File: src/rtl/clk_reset_pkg.sv
// Shared state type and counter-width helpers for the clock/reset generator.
package clk_reset_pkg;

    typedef enum logic {
        HOLD = 1'b0,
        RUN  = 1'b1
    } rst_state_t;

    function automatic int cnt_width(input int unsigned cycles);
        int w;
        w = $clog2(cycles);
        return (w < 1) ? 1 : w;
    endfunction

    function automatic int DEB_W(input int unsigned cycles);
        return cnt_width(cycles);
    endfunction

    function automatic int HOLD_W(input int unsigned cycles);
        return cnt_width(cycles);
    endfunction

    function automatic int WDT_W(input int unsigned cycles);
        return cnt_width(cycles);
    endfunction

endpackage

File: src/rtl/clk_reset_gen_btn_debounce.sv
// Synchronises the raw active-low button and accepts a level only after it
// has been stable for DEBOUNCE_CYCLES CLK cycles.
module btn_debounce
    import clk_reset_pkg::*;
#(
    parameter int unsigned DEBOUNCE_CYCLES = 65536
) (
    input  logic CLK,
    input  logic RST_N,
    input  logic BTN_N,
    output logic stable_n
);

    localparam int DW = DEB_W(DEBOUNCE_CYCLES);
    localparam logic [DW-1:0] DEB_LAST = DW'(DEBOUNCE_CYCLES - 32'd1);

    logic          sync1_q, sync1_d;
    logic          sync2_q, sync2_d;
    logic          stable_q, stable_d;
    logic [DW-1:0] cnt_q, cnt_d;

    // Next-state: synchroniser shift and stability counter.
    always_comb begin
        sync1_d  = BTN_N;
        sync2_d  = sync1_q;
        stable_d = stable_q;
        cnt_d    = {DW{1'b0}};
        if (sync2_q == stable_q) begin
            cnt_d = {DW{1'b0}};
        end else if (cnt_q == DEB_LAST) begin
            stable_d = sync2_q;
            cnt_d    = {DW{1'b0}};
        end else begin
            cnt_d = cnt_q + DW'(1'b1);
        end
    end

    // State registers; reset assumes the button is released.
    always_ff @(posedge CLK or negedge RST_N) begin
        if (!RST_N) begin
            sync1_q  <= 1'b1;
            sync2_q  <= 1'b1;
            stable_q <= 1'b1;
            cnt_q    <= {DW{1'b0}};
        end else begin
            sync1_q  <= sync1_d;
            sync2_q  <= sync2_d;
            stable_q <= stable_d;
            cnt_q    <= cnt_d;
        end
    end

    assign stable_n = stable_q;

endmodule

File: src/rtl/clk_reset_gen.sv
// Board clock/reset generator: CLK divider, debounced button, reset sequencer.
// Optional watchdog is built when CLK_RESET_GEN_WDT_EN is defined.
module clk_reset_gen
    import clk_reset_pkg::*;
#(
    parameter int unsigned DIV_LOG2        = 2,
    parameter int unsigned DEBOUNCE_CYCLES = 65536,
    parameter int unsigned RESET_HOLD      = 16,
    parameter int unsigned WDT_CYCLES      = 32'd1 << 20
) (
    input  logic CLK,
    input  logic RST_N,
    input  logic BTN_N,
    input  logic wdt_kick,
    output logic clk,
    output logic clk_en,
    output logic power_on_reset,
    output logic wdt_fired
);

    localparam int HW = HOLD_W(RESET_HOLD);
    localparam logic [HW-1:0] HOLD_LAST = HW'(RESET_HOLD - 32'd1);

    logic [DIV_LOG2-1:0] div_cnt_q, div_cnt_d;
    rst_state_t          state_q, state_d;
    logic [HW-1:0]       hold_cnt_q, hold_cnt_d;
    logic                por_q, por_d;
    logic                btn_stable_n_s;
    logic                btn_pressed_s;
    logic                wdt_expire_s;

    btn_debounce #(
        .DEBOUNCE_CYCLES (DEBOUNCE_CYCLES)
    ) u_btn_debounce (
        .CLK      (CLK),
        .RST_N    (RST_N),
        .BTN_N    (BTN_N),
        .stable_n (btn_stable_n_s)
    );

    assign btn_pressed_s = ~btn_stable_n_s;
    assign clk           = div_cnt_q[DIV_LOG2-1];
    assign clk_en        = &div_cnt_q;

`ifdef CLK_RESET_GEN_WDT_EN
    localparam int WW = WDT_W(WDT_CYCLES);
    localparam logic [WW-1:0] WDT_LAST = WW'(WDT_CYCLES - 32'd1);

    logic [WW-1:0] wdt_cnt_q, wdt_cnt_d;
    logic          wdt_fired_q, wdt_fired_d;

    // Watchdog: counts clk periods in RUN, a kick restarts it; button beats expiry.
    always_comb begin
        wdt_cnt_d    = wdt_cnt_q;
        wdt_fired_d  = wdt_fired_q;
        wdt_expire_s = 1'b0;
        if (clk_en && (state_q == RUN)) begin
            if (wdt_kick) begin
                wdt_cnt_d = {WW{1'b0}};
            end else if (wdt_cnt_q == WDT_LAST) begin
                wdt_cnt_d    = {WW{1'b0}};
                wdt_expire_s = 1'b1;
            end else begin
                wdt_cnt_d = wdt_cnt_q + WW'(1'b1);
            end
            if (btn_pressed_s) begin
                wdt_fired_d = 1'b0;
            end else if (wdt_expire_s) begin
                wdt_fired_d = 1'b1;
            end else begin
                wdt_fired_d = wdt_fired_q;
            end
        end else if (clk_en) begin
            wdt_cnt_d = {WW{1'b0}};
        end else begin
            wdt_cnt_d = wdt_cnt_q;
        end
    end

    assign wdt_fired = wdt_fired_q;
`else
    logic wdt_unused_s;

    assign wdt_expire_s = 1'b0;
    assign wdt_fired    = 1'b0;
    assign wdt_unused_s = wdt_kick & (WDT_CYCLES != 32'd0);
`endif

    // Divider and sequencer next-state; the sequencer moves only on clk_en.
    always_comb begin
        div_cnt_d  = div_cnt_q + DIV_LOG2'(1'b1);
        state_d    = state_q;
        hold_cnt_d = hold_cnt_q;
        if (clk_en) begin
            case (state_q)
                HOLD: begin
                    if (btn_pressed_s) begin
                        hold_cnt_d = {HW{1'b0}};
                    end else if (hold_cnt_q == HOLD_LAST) begin
                        state_d    = RUN;
                        hold_cnt_d = {HW{1'b0}};
                    end else begin
                        hold_cnt_d = hold_cnt_q + HW'(1'b1);
                    end
                end
                RUN: begin
                    if (btn_pressed_s || wdt_expire_s) begin
                        state_d    = HOLD;
                        hold_cnt_d = {HW{1'b0}};
                    end else begin
                        state_d = RUN;
                    end
                end
                default: begin
                    state_d    = HOLD;
                    hold_cnt_d = {HW{1'b0}};
                end
            endcase
        end else begin
            state_d = state_q;
        end
        // Registered from the next state so deassertion lands on the clk fall.
        por_d = (state_d != RUN);
    end

    // All generator state; RST_N forces HOLD with reset asserted.
    always_ff @(posedge CLK or negedge RST_N) begin
        if (!RST_N) begin
            div_cnt_q   <= {DIV_LOG2{1'b0}};
            state_q     <= HOLD;
            hold_cnt_q  <= {HW{1'b0}};
            por_q       <= 1'b1;
`ifdef CLK_RESET_GEN_WDT_EN
            wdt_cnt_q   <= {WW{1'b0}};
            wdt_fired_q <= 1'b0;
`endif
        end else begin
            div_cnt_q   <= div_cnt_d;
            state_q     <= state_d;
            hold_cnt_q  <= hold_cnt_d;
            por_q       <= por_d;
`ifdef CLK_RESET_GEN_WDT_EN
            wdt_cnt_q   <= wdt_cnt_d;
            wdt_fired_q <= wdt_fired_d;
`endif
        end
    end

    assign power_on_reset = por_q;

endmodule

File: config.mk
export PLATFORM = sky130hd
export DESIGN_NAME = clk_reset_gen
export DESIGN_NICKNAME = d
export VERILOG_FILES = /design/src/rtl/clk_reset_pkg.sv /design/src/rtl/clk_reset_gen_btn_debounce.sv /design/src/rtl/clk_reset_gen.sv
export SDC_FILE = /design/constraint.sdc
export NUM_CORES = 1
export LEC_CHECK = 0
export CAP_MARGIN = 20
export CORE_ASPECT_RATIO = 2
export CORE_MARGIN = 2
export CORE_UTILIZATION = 42
export CTS_CLUSTER_DIAMETER = 30
export DETAILED_ROUTE_END_ITERATION = 7
export GPL_ROUTABILITY_DRIVEN = 1
export HOLD_SLACK_MARGIN = 0.1
export PLACE_DENSITY = 0.6
export SLEW_MARGIN = 10
export SYNTH_ARGS = -nofsm -noshare
export SYNTH_HDL_FRONTEND = slang
export SYNTH_SLANG_ARGS = --single-unit
File: constraint.sdc
create_clock -name CLK -period 3.6 [get_ports CLK]
set_clock_uncertainty 0.2 [all_clocks]
set_input_delay 0.72 -clock CLK [delete_from_list [all_inputs] [get_ports CLK]]
set_output_delay 0.72 -clock CLK [all_outputs]
set_load 0.02 [all_outputs]
==> results.cfg, run 1 <==
[run_status]
outcome = finished clean

[sta]
slew-limit-headroom_pct = 59.29
rsz0062_at_grt = no
slew_violations = 0
tightest_slew_ns = 0.6062
fin_crit_sh_pct = 66.13
hold_viol_final = 0
fmax_mhz = 420.0
setup_viol = 0
fin_crit_ns = 2.381
hold_ws_ns = 0.1600
fin_setup_tns_ns = 0

[routing]
ant_nets = 0
drt_iter0_drc = 18
drtPass1Iterations = 4
routed_wl_mm = 2.227
wl_per_cell_um = 14.18
avgViaCountPerCell = 5.465
drc = 0
vias = 858

[grt]
grt_pass1_vias = 935
track_usage_pct = 15.80
top_usage_layer = met2
antenna_found_initial = 0
grt_pass1_wl_mm = 4.140
grt.met1_usage_pct = 16.90
grtUsageMet3_pct = 2.198
grt_util_met2_pct = 29.24
grt_max_degree = 28
overflow = 0

[worst_setup_path]
cp_max_fo = 3
r2r_slack_ns = 1.66
crit_start = div_cnt_q[0]$_DFF_PN0_
cp_slowest_cell = clkdlybuf4s50_1
r2r_end = u_btn_debounce.cnt_q[9]$_DFF_PN0_
cp_cell_sequence = ha_1 -> clkdlybuf4s50_1
r2r_start = u_btn_debounce.cnt_q[0]$_DFF_PN0_
crit_required_ns = 2.68
end_kind = output pin
critical_path_class = flop to output pin
worst-r2r-cell-count = 5
start_kind = flop
crit_arrival_ns = 1.46
slowest_delay_ns = 0.61

[pwr]
leakage_nw = 0.6150
powerDensity_nw_per_um2 = 361.6
ir_worst_vdd_mv = 0.2431

[logic_synthesis]
synth_top_family_by_area = simple AND/OR/NAND/NOR gates
synth_top_cell_by_area = dfrtp_1
synthMuxAreaShare_pct = 1.768
synth_compound_area_share_pct = 6.680
synthSimpleGateAreaFrac_pct = 21.41
ys_warn_count = 0
netlist_instances = 120
synth-xor-area-share_pct = 10.31
ys_types = 29
synth_fa_ha_area_share_pct = 2.947
synth_area_leaders = dfrtp_1 45%, dfstp_2 8.3%, xnor2_1 6.9%
syn-num-nets = 127
avgSynthCellArea_um2 = 10.61
netlist_area_um2 = 1274
ys_ff_latch = 27
synth_seq_area_share_pct = 53.44
synth_top_area_share_pct = 45.19

[hold_path]
worstHoldEndpoint = u_btn_debounce.sync2_q$_DFF_PN1_
hold_depth = 0
hp-start = u_btn_debounce.sync1_q$_DFF_PN1_
hold_path_class = flop to flop

[floorplan]
core_um2 = 2943
fp.dieH_um = 81.88
core.rowCount = 28
die_area_um2 = 3516
num_io_pins = 8
die_width_um = 42.94
initial_utilization_pct = 43.28

[layout]
final_common_cell = dfrtp_1
layout_common_cells = 23 x dfrtp_1, 18 x nor2_1, 10 x xnor2_1
layout-drive-gt1-share_pct = 13.39
final_nets = 135
num_antenna_cells = 0
area_growth_pct = 9.725

[clocking]
cts.repair.resized = 0
cts_buffers = 3
cts_tree = done
cts.reportedPaths.clkPinSlew_ns = 0.09
clockBufferDepth = 2
cts_hold_buf = 0
post_cts_buffers = 0
cts_max_level = 1
cts_root_buf = clkbuf_8
clk_latency_ns = 0.28
clock-sinks = 27

[flow_run]
maxCapViolCount = 0

[placement]
io_buffers = 5
gp_congestion = 0.7350
post-dp-hpwl_mm = 1.684
==> state kept, by name, indices dropped and copies added (netlist names) <==
register and cells:
u_btn_debounce.stable_n 1, hold_cnt_q 4, u_btn_debounce.sync1_q 1, state_q 1, div_cnt_q 2, u_btn_debounce.cnt_q 16, u_btn_debounce.sync2_q 1, power_on_reset 1
==> report_power, final <==
| group | total (mW) | internal [mW] | switching (mW) |
|---|---|---|---|
| combinational | 0.0199 | 0.00631 | 0.0136 |
| sequential | 0.313 | 0.308 | 0.00510 |
| clock | 0.172 | 0.0777 | 0.0948 |
==> cell type report <==
cell class | count | area, µm²
fill | 290 | 1545
sequential | 27 | 680.7
multi-input combinational | 84 | 553.0
timing repair buffer | 6 | 57.56
clock buffer | 3 | 41.29
tap | 30 | 37.54
inverter | 6 | 22.52
clock inverter | 1 | 5.005
==> routing by layer <==
layer	share of wire (%)	routed length [µm]
met2	58	1291
met4	2.3	52
met1	38	842
met5	0	0
met3	1.8	40
==> kinds of logic after synthesis <==
| logic type | after synthesis |
|---|---|
| AOI/OAI and AO/OA | 11 |
| xor gates and xnor gates | 15 |
| adders and majority gates | 3 |
| buffers and inverters | 9 |
| DFF | 27 |
| muxes | 2 |
| other | 1 |
| and+or+nand+nor | 52 |
==> metrics by stage <==
stage	total power [mW]	setup WS [ns]	area [µm²]	util (%)	std cells
3_5_place_dp	0.3395	1.510	1351	45.92	153
3_3_place_gp	0.3388	1.518	1351	45.92	153
4_1_cts	0.5106	1.204	1398	47.49	157
2_1_floorplan	0.3281	1.903	1274	-	120
5_1_grt	0.5282	1.147	1398	47.49	157
6_report	0.5054	1.219	1398	47.49	157
==> cell usage after synthesis, drive strengths merged <==
cell type	count
conb	1
a21oi	1
inv	6
a22o	4
a31o	1
and3	2
a21o	1
dfrtp	23
nand2	6
nor4	5
nand4	6
mux2	2
o41ai	1
nor2b	1
dfstp	4
nor2	21
nand3	6
ha	3
xor2	5
buf	3
nor3	3
nand2b	1
xnor2	10
a221o	1
o21ai	2
and4	1
==> how the worst max path moves through the flow <==
| stage | end | slack, ns | depth (start not counted) |
|---|---|---|---|
| floorplan | clk_en | 1.90 | 1 |
| global placement | clk_en | 1.52 | 2 |
| detailed placement | clk_en | 1.51 | 2 |
| CTS | clk_en | 1.20 | 2 |
| global route | clk_en | 1.15 | 2 |
| finish | clk_en | 1.22 | 2 |
==> critical path, delay by kind of cell, from the launching register on <==
kind	cells	cell delay (ns)
flops	1	0.38
buf+inv	1	0.61
fa+ha+maj	1	0.20
Note: power is estimated with default switching activity, not from simulation.
==> run 2, diff against run 1 <==
--- a/config.mk
+++ b/config.mk
@@ -13,7 +13,7 @@
 export DETAILED_ROUTE_END_ITERATION = 7
 export GPL_ROUTABILITY_DRIVEN = 1
 export HOLD_SLACK_MARGIN = 0.1
-export PLACE_DENSITY = 0.6
+export PLACE_DENSITY = 0.62
 export SLEW_MARGIN = 10
 export SYNTH_ARGS = -nofsm -noshare
 export SYNTH_HDL_FRONTEND = slang
==> constraint.sdc (replaced) <==
create_clock -name CLK -period 2 [get_ports CLK]
set_clock_uncertainty 0.2 [all_clocks]
set_input_delay 0.4 -clock CLK [delete_from_list [all_inputs] [get_ports CLK]]
set_output_delay 0.4 -clock CLK [all_outputs]
set_load 0.02 [all_outputs]
==> run 2 against run 1 <==
Global-route usage is 0.20 points lower. Critical path depth fell by 1. Register-to-register slack lost 1.4 ns. Final cell count rose by 1.3%. Wire length is 3.1% lower. Power increased by 80%. Sequential power rose by 80%.
==> results.cfg, run 2 (same netlist as run 1, synthesis figures left out) <==
[layout]
layout_common_cells = 23 x dfrtp_1, 18 x nor2_1, 10 x xnor2_1
largest_registers = u_btn_debounce.cnt_q x16, hold_cnt_q x4, div_cnt_q x2
largest_register = u_btn_debounce.cnt_q
final_common_cell = dfrtp_1
final_nets = 137
layout-drive-gt1-share_pct = 14.73
area_growth_pct = 11.00
largest_reg_flops = 16
num_antenna_cells = 0

[floorplan]
die_area_um2 = 3516
fp.dieH_um = 81.88
die_width_um = 42.94
num_io_pins = 8
core.rowCount = 28
initial_utilization_pct = 43.28
core_um2 = 2943

[sta]
fmax_mhz = 541.7
setup_viol = 0
fin_setup_tns_ns = 0
hold_ws_ns = 0.1611
hold_viol_final = 0
slew_violations = 0
fin_crit_sh_pct = 92.30
rsz0062_at_grt = no
fin_crit_ns = 1.846

[clocking]
clockBufferDepth = 2
cts_root_buf = clkbuf_8
cts.reportedPaths.clkPinSlew_ns = 0.09
cts_max_level = 1
cts_hold_buf = 0
cts_buffers = 3
clk_latency_ns = 0.27
clock-sinks = 27
cts_tree = done

[routing]
avgViaCountPerCell = 5.447
ant_nets = 0
drt_iter0_drc = 15
wl_per_cell_um = 13.58
drtPass1Iterations = 4
routed_wl_mm = 2.159
vias = 866
drc = 0

[worst_setup_path]
end_kind = output pin
r2r_start = u_btn_debounce.cnt_q[0]$_DFF_PN0_
critical_path_class = flop to output pin
crit_arrival_ns = 1.25
start_kind = flop
crit_required_ns = 1.40
cp_cell_sequence = clkdlybuf4s50_1
cp_max_fo = 3
cp_slowest_cell = clkdlybuf4s50_1
crit_family = buffers and inverters
crit_start = div_cnt_q[1]$_DFF_PN0_
slowest_delay_ns = 0.61
critical_path_buf_inv_count = 1

[hold_path]
hp-start = u_btn_debounce.sync1_q$_DFF_PN1_
hold_path_class = flop to flop

[pwr]
switching_share_pct = 22.14
seq_power_share_pct = 62.0
p_switching_mw = 0.2012
power_frac_clock_pct = 33.8
internal_power_mw = 0.7074
powerDensity_nw_per_um2 = 642.6
ir_worst_vdd_mv = 0.4710
leakage_nw = 0.6295
comb_power_share_pct = 4.2

[run_status]
outcome = finished clean

[grt]
antenna_found_initial = 0
overflow = 0
grt_pass1_vias = 907
track_usage_pct = 15.60
grt_pass1_wl_mm = 4.119
grt_max_degree = 28

[placement]
gp_congestion = 0.8136
post-dp-hpwl_mm = 1.589
io_buffers = 5

[flow_run]
maxCapViolCount = 0
[run 2: cell count changes in the layout (fill, tap and decap cells not counted), sizes merged]
| cell | change |
|---|---|
| dlymetal6s2s | +1 |
| buf | +2 |
| dlygate4sd2 | +1 |
| clkdlybuf4s50 | -2 |
[run 2: what timing repair did]
item,in CTS,in global routing
endpoints found under the setup margin,1,1
endpoints found under the hold margin,0,0
gates cloned,0,0
setup buffers,0,0
gates resized for setup,1,1
[run 2: power by group through the flow]
stage	Clock, mW	Combinational [mW]	Sequential [mW]
global route	0.338	0.0462	0.565
finish	0.307	0.0379	0.563
CTS	0.314	0.0395	0.563
detailed placement	0	0.0392	0.574
global placement	0	0.0387	0.574
floorplan	0	0.0188	0.572
[run 2: layer usage]
| layer | share of wire [%] | routed length (µm) | global-route usage (%) | vias to the layer above |
|---|---|---|---|---|
| li1 | - | - | - | 432 |
| met1 | 41 | 892 | 17.67 | 423 |
| met2 | 55 | 1182 | 27.88 | 7 |
| met3 | 1.6 | 35 | 1.978 | 4 |
| met4 | 2.2 | 48 | 8.182 | 0 |
| met5 | 0 | 0 | 0 | - |
[run 2: worst paths after layout]
check                           slack (ns)                                end  depth (start not counted)
max in group asynchronous             1.01           power_on_reset$_DFF_PN1_                          2
worst max-delay path                  0.15                                clk                          1
worst max register to register        0.23  u_btn_debounce.cnt_q[4]$_DFF_PN0_                          5
min in group asynchronous             0.29                  state_q$_DFF_PN0_                          2
worst min-delay path                  0.16   u_btn_debounce.sync2_q$_DFF_PN1_                          0
worst min register to register        0.16   u_btn_debounce.sync2_q$_DFF_PN1_                          0
[run 2: area by class of cell]
| type | instances | area (µm²) |
|---|---|---|
| Fill cell | 295 | 1529 |
| Tap cell | 30 | 37.54 |
| Timing Repair Buffer | 8 | 73.82 |
| Inverter | 6 | 22.52 |
| Clock buffer | 3 | 41.29 |
| Sequential cell | 27 | 680.7 |
| Clock inverter | 1 | 5.005 |
| Multi-Input combinational cell | 84 | 553.0 |
[run 2: through the flow]
step / instance area (µm²) / util, % / setup slack, ns / std cells / power [mW]
after global routing: 1414 / 48.04 / 0.02670 / 159 / 0.9491
after global placement: 1366 / 46.43 / 0.2370 / 155 / 0.6123
after detailed placement: 1366 / 46.43 / 0.2169 / 155 / 0.6130
after CTS: 1411 / 47.96 / 0.01933 / 159 / 0.9169
after floorplan: 1274 / - / 0.3223 / 120 / 0.5906
final: 1414 / 48.04 / 0.1540 / 159 / 0.9086
==> run 3, diff against run 2 <==
--- a/config.mk
+++ b/config.mk
@@ -13,7 +13,7 @@
 export DETAILED_ROUTE_END_ITERATION = 7
 export GPL_ROUTABILITY_DRIVEN = 1
 export HOLD_SLACK_MARGIN = 0.1
-export PLACE_DENSITY = 0.62
+export PLACE_DENSITY = 0.6
 export SLEW_MARGIN = 10
 export SYNTH_ARGS = -nofsm -noshare
 export SYNTH_HDL_FRONTEND = slang
==> constraint.sdc (replaced) <==
create_clock -name CLK -period 2.12 [get_ports CLK]
set_clock_uncertainty 0.2 [all_clocks]
set_input_delay 0.424 -clock CLK [delete_from_list [all_inputs] [get_ports CLK]]
set_output_delay 0.424 -clock CLK [all_outputs]
set_load 0.02 [all_outputs]
==> run 3 against run 2 <==
Clock power shrank 3%. Design area down 0.53%. Combinational power is 9.0% lower. Critical endpoint is now power_on_reset. Largest cell class unchanged. Largest power group unchanged.
==> results.cfg, run 3 (same netlist as run 1, synthesis figures left out) <==
[run_status]
outcome = finished clean

[pwr]
powerDensity_nw_per_um2 = 614.0
leakage_nw = 0.6358
finalPower_mw = 0.8635
ir_worst_vdd_mv = 0.3706

[clocking]
clk_latency_ns = 0.28
clock-sinks = 27
cts_root_buf = clkbuf_8
clockBufferDepth = 2
cts_tree = done
cts_max_level = 1
cts.reportedPaths.clkPinSlew_ns = 0.09
post_cts_buffers = 0
cts_buffers = 3

[sta]
fmax_mhz = 495.1
fin_crit_ns = 2.020
setup_viol = 0
fin_ws_ns = 0.1002
rsz0062_at_grt = no
fin_crit_sh_pct = 95.28
slew_violations = 0
hold_ws_ns = 0.1627
hold_viol_final = 0
fin_setup_tns_ns = 0

[hold_path]
hp-start = u_btn_debounce.sync1_q$_DFF_PN1_
hold_path_class = flop to flop
worstHoldEndpoint = u_btn_debounce.sync2_q$_DFF_PN1_
hold_depth = 0

[floorplan]
core.rowCount = 28
num_io_pins = 8
core_um2 = 2943
die_width_um = 42.94
initial_utilization_pct = 43.28
die_area_um2 = 3516
fp.dieH_um = 81.88

[placement]
post-dp-hpwl_mm = 1.695
placed_cell_area_um2 = 1359
dp_worst_setup_slack_ns = 0.1803
gp_congestion = 0.7544
dp_cells = 154
io_buffers = 5

[worst_setup_path]
crit_family = buffers and inverters
cp_max_fo = 1
r2r_slack_ns = 0.20
end_kind = output pin
critical_path_buf_inv_count = 1
crit_arrival_ns = 1.40
crit_required_ns = 1.50
start_kind = flop
r2r_end = u_btn_debounce.cnt_q[3]$_DFF_PN0_
cp_cell_sequence = clkdlybuf4s50_1
critical_path_class = flop to output pin
cp_slowest_cell = clkdlybuf4s50_1
crit_start = power_on_reset$_DFF_PN1_
r2r_start = u_btn_debounce.cnt_q[0]$_DFF_PN0_
slowest_delay_ns = 0.59
worst-r2r-cell-count = 5

[routing]
wl_per_cell_um = 14.23
routed_wl_mm = 2.248
ant_nets = 0
drt_iter0_drc = 11
wl_met2_mm = 1.312
drtPass1Iterations = 4
vias = 880
drc = 0
top_layer_used = met4
avgViaCountPerCell = 5.570
wl_met3_um = 40
wl_met1_um = 837

[grt]
grt_pass1_wl_mm = 3.933
overflow = 0
track_usage_pct = 15.12
grt_pass1_vias = 926
antenna_found_initial = 0
grt_max_degree = 28

[layout]
final_common_cell = dfrtp_1
layout-drive-gt1-share_pct = 13.28
fillCellCount = 296
fin_cells = 158
largest_register = u_btn_debounce.cnt_q
area_growth_pct = 10.41
num_antenna_cells = 0
largest_registers = u_btn_debounce.cnt_q x16, hold_cnt_q x4, div_cnt_q x2
fin_util_pct = 47.79
finish.instance_area_um2 = 1406
largest_reg_flops = 16
final_nets = 136
layout_common_cells = 23 x dfrtp_1, 18 x nor2_1, 10 x xnor2_1

[flow_run]
maxCapViolCount = 0
[run 3: worst max path at each step]
stage | to | slack [ns] | cells past startpoint
final | power_on_reset | 0.10 | 1
after global routing | power_on_reset | 0.05 | 1
after CTS | clk_en | 0.02 | 2
after detailed placement | u_btn_debounce.cnt_q[7]$_DFF_PN0_ | 0.18 | 5
after global placement | u_btn_debounce.cnt_q[5]$_DFF_PN0_ | 0.24 | 5
after floorplan | u_btn_debounce.cnt_q[2]$_DFF_PN0_ | 0.44 | 6
[run 3: repair_timing]
action / CTS / global route
gates resized for setup: 0 / 1
setup endpoints to repair: 0 / 1
hold buffers: 0 / 0
[run 3: power by group]
| group | leakage, nW | switching, mW | internal (mW) | total, mW |
|---|---|---|---|---|
| clock network | 0.0228 | 0.162 | 0.135 | 0.297 |
| registers | 0.357 | 0.00891 | 0.523 | 0.532 |
| logic | 0.256 | 0.0227 | 0.0118 | 0.0345 |
| total | 0.636 | 0.194 | 0.670 | 0.864 |
[run 3: area by class of cell]
cell class	instances	area (µm²)	share of cell area [%]
sequential	27	680.7	48.40
multi-input combinational	84	553.0	39.32
timing repair buffer	7	67.56	4.804
clock buffer	4	45.04	3.203
tap	30	37.54	2.669
inverter	6	22.52	1.601
[run 3: routing by layer]
| metal | GRT usage [%] | vias to the layer above |
|---|---|---|
| met5 | 0 | - |
| met4 | 8.182 | 0 |
| met3 | 1.978 | 5 |
| met2 | 30.30 | 10 |
| met1 | 13.92 | 435 |
| li1 | - | 430 |
